$ cat src/rtl/mem_arbiter.sv
// mem_arbiter: two-port arbiter/sequencer in front of a 16-bit single-port
// memory with registered read data. Port A (CPU) and port B (loader/debug DMA)
// are serialised through a three-state sequence IDLE -> ISSUE -> RESP.
// Optional build macro: MEM_ARB_ROUND_ROBIN_EN selects round-robin arbitration
// on simultaneous requests; without it, port A has fixed priority.
module mem_arbiter #(
    parameter int DW = 16,
    parameter int AW = 16
) (
    input  logic          CLK,
    input  logic          resetn,
    input  logic          a_req,
    input  logic          a_we,
    input  logic [AW-1:0] a_addr,
    input  logic [DW-1:0] a_wdata,
    output logic          a_ack,
    output logic [DW-1:0] a_rdata,
    input  logic          b_req,
    input  logic          b_we,
    input  logic [AW-1:0] b_addr,
    input  logic [DW-1:0] b_wdata,
    output logic          b_ack,
    output logic [DW-1:0] b_rdata,
    output logic          mem_read,
    output logic          mem_write,
    output logic [AW-1:0] mem_addr,
    output logic [DW-1:0] mem_wdata,
    input  logic [DW-1:0] mem_rdata,
    output logic          busy
);

    typedef enum logic [1:0] {
        IDLE  = 2'd0,
        ISSUE = 2'd1,
        RESP  = 2'd2
    } state_t;

    localparam logic PORT_A = 1'b0;
    localparam logic PORT_B = 1'b1;

    state_t        state_r, state_s;
    logic          owner_r, owner_s;
    logic          last_grant_r, last_grant_s;
    logic          we_r, we_s;
    logic          mem_read_r, mem_read_s;
    logic          mem_write_r, mem_write_s;
    logic [AW-1:0] mem_addr_r, mem_addr_s;
    logic [DW-1:0] mem_wdata_r, mem_wdata_s;
    logic          a_ack_r, a_ack_s;
    logic          b_ack_r, b_ack_s;
    logic [DW-1:0] a_rdata_r, a_rdata_s;
    logic [DW-1:0] b_rdata_r, b_rdata_s;
    logic          busy_r, busy_s;
    logic          grant_b_s;

    // Arbitration: decide whether port B wins when sampled in IDLE.
    always_comb begin
        grant_b_s = 1'b0;
`ifdef MEM_ARB_ROUND_ROBIN_EN
        if (a_req && b_req) begin
            grant_b_s = (last_grant_r == PORT_A);
        end else begin
            grant_b_s = b_req;
        end
`else
        if (a_req) begin
            grant_b_s = 1'b0;
        end else begin
            grant_b_s = b_req;
        end
`endif
    end

    // Next-state and next-output logic of the sequencer; all outputs are registered.
    always_comb begin
        state_s      = state_r;
        owner_s      = owner_r;
        last_grant_s = last_grant_r;
        we_s         = we_r;
        mem_read_s   = 1'b0;
        mem_write_s  = 1'b0;
        mem_addr_s   = mem_addr_r;
        mem_wdata_s  = mem_wdata_r;
        a_ack_s      = 1'b0;
        b_ack_s      = 1'b0;
        a_rdata_s    = a_rdata_r;
        b_rdata_s    = b_rdata_r;
        case (state_r)
            IDLE: begin
                if (a_req || b_req) begin
                    owner_s = grant_b_s ? PORT_B : PORT_A;
                    if (grant_b_s) begin
                        we_s        = b_we;
                        mem_addr_s  = b_addr;
                        mem_wdata_s = b_wdata;
                    end else begin
                        we_s        = a_we;
                        mem_addr_s  = a_addr;
                        mem_wdata_s = a_wdata;
                    end
                    mem_read_s  = ~we_s;
                    mem_write_s = we_s;
                    state_s     = ISSUE;
                end else begin
                    state_s = IDLE;
                end
            end
            ISSUE: begin
                // Memory samples the strobe at the end of this cycle; the ack
                // register is loaded now so it is high throughout RESP.
                a_ack_s = (owner_r == PORT_A);
                b_ack_s = (owner_r == PORT_B);
                state_s = RESP;
            end
            RESP: begin
                if (!we_r) begin
                    if (owner_r == PORT_A) begin
                        a_rdata_s = mem_rdata;
                    end else begin
                        b_rdata_s = mem_rdata;
                    end
                end else begin
                    a_rdata_s = a_rdata_r;
                    b_rdata_s = b_rdata_r;
                end
                last_grant_s = owner_r;
                state_s      = IDLE;
            end
            default: begin
                state_s = IDLE;
            end
        endcase
        busy_s = (state_s != IDLE);
    end

    // State and output registers with synchronous active-low reset.
    always_ff @(posedge CLK) begin
        if (!resetn) begin
            state_r      <= IDLE;
            owner_r      <= PORT_A;
            last_grant_r <= PORT_B;
            we_r         <= 1'b0;
            mem_read_r   <= 1'b0;
            mem_write_r  <= 1'b0;
            mem_addr_r   <= {AW{1'b0}};
            mem_wdata_r  <= {DW{1'b0}};
            a_ack_r      <= 1'b0;
            b_ack_r      <= 1'b0;
            a_rdata_r    <= {DW{1'b0}};
            b_rdata_r    <= {DW{1'b0}};
            busy_r       <= 1'b0;
        end else begin
            state_r      <= state_s;
            owner_r      <= owner_s;
            last_grant_r <= last_grant_s;
            we_r         <= we_s;
            mem_read_r   <= mem_read_s;
            mem_write_r  <= mem_write_s;
            mem_addr_r   <= mem_addr_s;
            mem_wdata_r  <= mem_wdata_s;
            a_ack_r      <= a_ack_s;
            b_ack_r      <= b_ack_s;
            a_rdata_r    <= a_rdata_s;
            b_rdata_r    <= b_rdata_s;
            busy_r       <= busy_s;
        end
    end

    assign mem_read  = mem_read_r;
    assign mem_write = mem_write_r;
    assign mem_addr  = mem_addr_r;
    assign mem_wdata = mem_wdata_r;
    assign a_ack     = a_ack_r;
    assign b_ack     = b_ack_r;
    assign busy      = busy_r;

    // Memory read data is itself a register and arrives in the ack cycle, so it
    // is forwarded during the ack and held by the capture register afterwards.
    assign a_rdata = (a_ack_r && !we_r) ? mem_rdata : a_rdata_r;
    assign b_rdata = (b_ack_r && !we_r) ? mem_rdata : b_rdata_r;

endmodule

$ cat config.mk
export PLATFORM = sky130hd
export DESIGN_NAME = mem_arbiter
export DESIGN_NICKNAME = d
export VERILOG_FILES = /design/src/rtl/mem_arbiter.sv
export SDC_FILE = /design/constraint.sdc
export NUM_CORES = 1
export LEC_CHECK = 0
export CAP_MARGIN = 10
export CORE_AREA = 2 2 94 96
export CTS_BUF_LIST = sky130_fd_sc_hd__clkbuf_8
export DETAILED_ROUTE_END_ITERATION = 10
export DIE_AREA = 0 0 96 98
export PLACE_DENSITY_LB_ADDON = 0.08
export SYNTH_ARGS = -nofsm -noshare
export SYNTH_HDL_FRONTEND = slang
export SYNTH_SLANG_ARGS = --single-unit
$ cat constraint.sdc
create_clock -name CLK -period 1.8 [get_ports CLK]
set_clock_uncertainty 0.05 [all_clocks]
set_input_delay 0.36 -clock CLK [delete_from_list [all_inputs] [get_ports CLK]]
set_output_delay 0.36 -clock CLK [all_outputs]
set_load 0.02 [all_outputs]
==> flow_metrics.env <==
export IMPL_grt_max_degree=66
export IMPL_areaGrowthSynthToFinish_pct=65.8
export IMPL_ir_drop_mv=0.517
export IMPL_cpPeakStageDelay_ns=0.37
export IMPL_wl_um=8620
export IMPL_num_rows=34
export IMPL_slew_limit_headroom=0.596
export IMPL_cts_sinks=73
export IMPL_finalSetupViolations=32
export IMPL_critPathCaptureType="primary output"
export IMPL_crit_chain="nand2b_4 > buf_12 > mux2_4 > buf_6"
export IMPL_yosysWarnings=0
export IMPL_die_h_um=98
export IMPL_synth_top_area_frac=0.444
export IMPL_fmax_ghz=0.531
export IMPL_synth_avg_cell_area_sq_um=10.4
export IMPL_avgRoutedWirePerCell_um=14.7
export IMPL_ant_nets=0
export IMPL_drc=0
export IMPL_required_ns=1.39
export IMPL_ys_flop_type="dfxtp_1"
export IMPL_grt_overflow_total=0
export IMPL_r2r_start="we_r"
export IMPL_place_area_sq_mm=0.00504
export IMPL_final_period_utilization=1.05
export IMPL_drive_gt1_frac=0.278
export IMPL_core_sq_mm=0.00847
export IMPL_hold_class="in -> reg"
export IMPL_start_kind="register"
export IMPL_seq_area_frac_synth=0.444
export IMPL_synth_top_area_cell="dfxtp_1"
export IMPL_ys_types=23
export IMPL_ff2ff_path_depth=5
export IMPL_gp_congestion=0.727
export IMPL_drtIter0Drc=69
export IMPL_hold_start="resetn"
export IMPL_cap_viol_max_count=0
export IMPL_slowest_stage="dfxtp_4"
export IMPL_r2r_end="a_rdata_r[6]"
export IMPL_via_per_inst=4.94
export IMPL_antenna_found_initial=0
export IMPL_layout_nets=561
export IMPL_outcome="finished, violations left"
export IMPL_critPathMaxFanout=8
export IMPL_htree_num_levels=3
export IMPL_stdcell_area_sq_mm=0.00546
export IMPL_whs_ns=0.399
export IMPL_insertion_delay_ns=0.33
export IMPL_n_antenna_cell=0
export IMPL_path_class="reg -> out"
export IMPL_start_util=0.389
export IMPL_dieArea_sq_mm=0.00941
export IMPL_setup_ws_ns=-0.0831
export IMPL_synth_seq_cells=73
export IMPL_hold_viol=0
export IMPL_portBuffers=154
export IMPL_synth_area_top_cells="dfxtp_1 44%, mux2_2 11%, mux2i_1 10%, o2bb2ai_2 9.1%, nand3_1 4.9%"
export IMPL_netlist_area_sq_mm=0.00329
export IMPL_die_x_um=96
export IMPL_syn_num_nets=402
export IMPL_cts_tree="built"
export IMPL_yosysMostFrequentCell="dfxtp_1"
export IMPL_holdPathEnd="state_r[1]"
export IMPL_power_density_mw_per_mm2=720
export IMPL_hpwl_um=6080
export IMPL_synth_edf_count=0
export IMPL_cts_root_buf="clkbuf_8"
export IMPL_power_leakage_uw=0.00220
export IMPL_hold_path_depth=4
export IMPL_synthCells=316
export IMPL_io_pins=155
export IMPL_fin_crit_ns=1.88
export IMPL_regToRegSetupSlack_ns=0.20
export IMPL_fin_util=0.645
export IMPL_num_vias=2902
export IMPL_rsz0062_at_grt="yes"
export IMPL_postCtsHoldBufs=0
export IMPL_track_usage=0.190
export IMPL_arrival_ns=1.47
export IMPL_drtPass1Iterations=4
export IMPL_failed_checks="negative setup slack"
export IMPL_async_flop_share=0
export IMPL_maxSlewViolCount=0
export IMPL_worst_pin_slew_ns=0.606
export IMPL_cts_buffers=9
export IMPL_grt_pass1_vias=2922
export IMPL_clk_path_buf_depth=2
export IMPL_fillers=703
export IMPL_synth_common_cells="73 x dfxtp_1, 34 x nand2_1, 33 x mux2i_1"
export IMPL_clkTransAtPathRegs_ns=0.08
export IMPL_grt_pass1_wl_um=14000
-- cell usage in the layout (no fill, tap or decap), drive strengths merged --
| master | instances |
|---|---|
| mux2 | 32 |
| and3 | 1 |
| or4b | 1 |
| o31a | 1 |
| dlygate4sd2 | 1 |
| nor2 | 3 |
| or3b | 1 |
| clkdlybuf4s50 | 117 |
| o2bb2ai | 34 |
| inv | 3 |
| buf | 58 |
| bufinv | 1 |
| and4bb | 1 |
| nand2b | 1 |
| o21ai | 32 |
| nor2b | 4 |
| mux2i | 33 |
| clkinv | 3 |
| clkbuf | 9 |
| dfxtp | 73 |
| dlymetal6s2s | 2 |
| clkinvlp | 2 |
| nand3 | 32 |
| nand2 | 34 |
-- worst max-delay path by stage --
stage               slack (ns)          start          end
detailed placement       -0.31  mem_rdata[10]  b_rdata[10]
floorplan                 0.04          b_ack  b_rdata[10]
global route             -0.15           we_r   a_rdata[1]
CTS                      -0.18          b_ack  b_rdata[13]
finish                   -0.08           we_r   a_rdata[1]
global placement         -0.32  mem_rdata[13]  a_rdata[13]
-- worst max-delay path: cells and delay by family, from the launching register on --
family	cells	cell delay, ns
simple gates	1	0.17
flops	1	0.37
buf+inv	2	0.28
mux	1	0.32
-- through the flow --
stage / std cells / total power, uW / setup slack, ns / setup TNS, ns
after global routing: 587 / 4120 / -0.149 / -4.46
after floorplan: 316 / 2220 / 0.0393 / 0
after detailed placement: 569 / 2710 / -0.313 / -10.37
after CTS: 588 / 3990 / -0.175 / -3.64
after global placement: 569 / 2710 / -0.324 / -10.04
final: 587 / 3930 / -0.0831 / -2.33
-- kinds of logic (layout without fill, tap and decap cells) --
logic type,count (synthesis),count (layout),synth area share
AO/OA/AOI/OAI,67,67,0.180
multiplexers,65,65,0.210
buffers and inverters,33,196,0.0544
flip-flops,73,73,0.444
AND/OR/NAND/NOR,78,78,0.112
-- registers in the layout, indices dropped and copies added, names as in the netlist --
name / flops
mem_addr: 16
a_ack: 1
owner_r: 1
we_r: 1
a_rdata_r: 16
state_r: 2
busy: 1
mem_wdata: 16
mem_read: 1
b_rdata_r: 16
b_ack: 1
mem_write: 1
-- report_power, final --
part	switching [uW]	total [uW]	internal [uW]	leakage [uW]
clock	584	1210	625	0.0000909
sequential	59.3	1770	1710	0.000598
combinational	414	947	533	0.00151
total	1060	3930	2870	0.00220
-- area by class of cell --
| class | count | area, sq um | area share |
|---|---|---|---|
| Multi-Input combinational cell | 210 | 1790 | 0.329 |
| Tap cell | 108 | 135 | 0.0248 |
| Clock inverter | 6 | 60.1 | 0.0110 |
| Clock buffer | 9 | 124 | 0.0227 |
| Sequential cell | 73 | 1470 | 0.269 |
| Timing Repair Buffer | 178 | 1870 | 0.342 |
| Inverter | 3 | 11.3 | 0.00206 |
-- layer usage --
layer  vias to the layer above  routed length, um  global-route usage
li1                       1459                  -                   -
met2                        89               4320               0.324
met5                         -                  0                   0
met4                         0                144              0.0549
met3                        11                615              0.0664
met1                      1343               3540               0.223
-- repair_timing --
item / 4_1_cts / 5_1_grt
gates cloned: 2 / 0
gates resized for setup: 233 / 7
endpoints found under the setup margin: 32 / 34
endpoints found under the hold margin: 0 / 0
setup buffers: 2 / 0
Power figures use the tool's default switching activity.
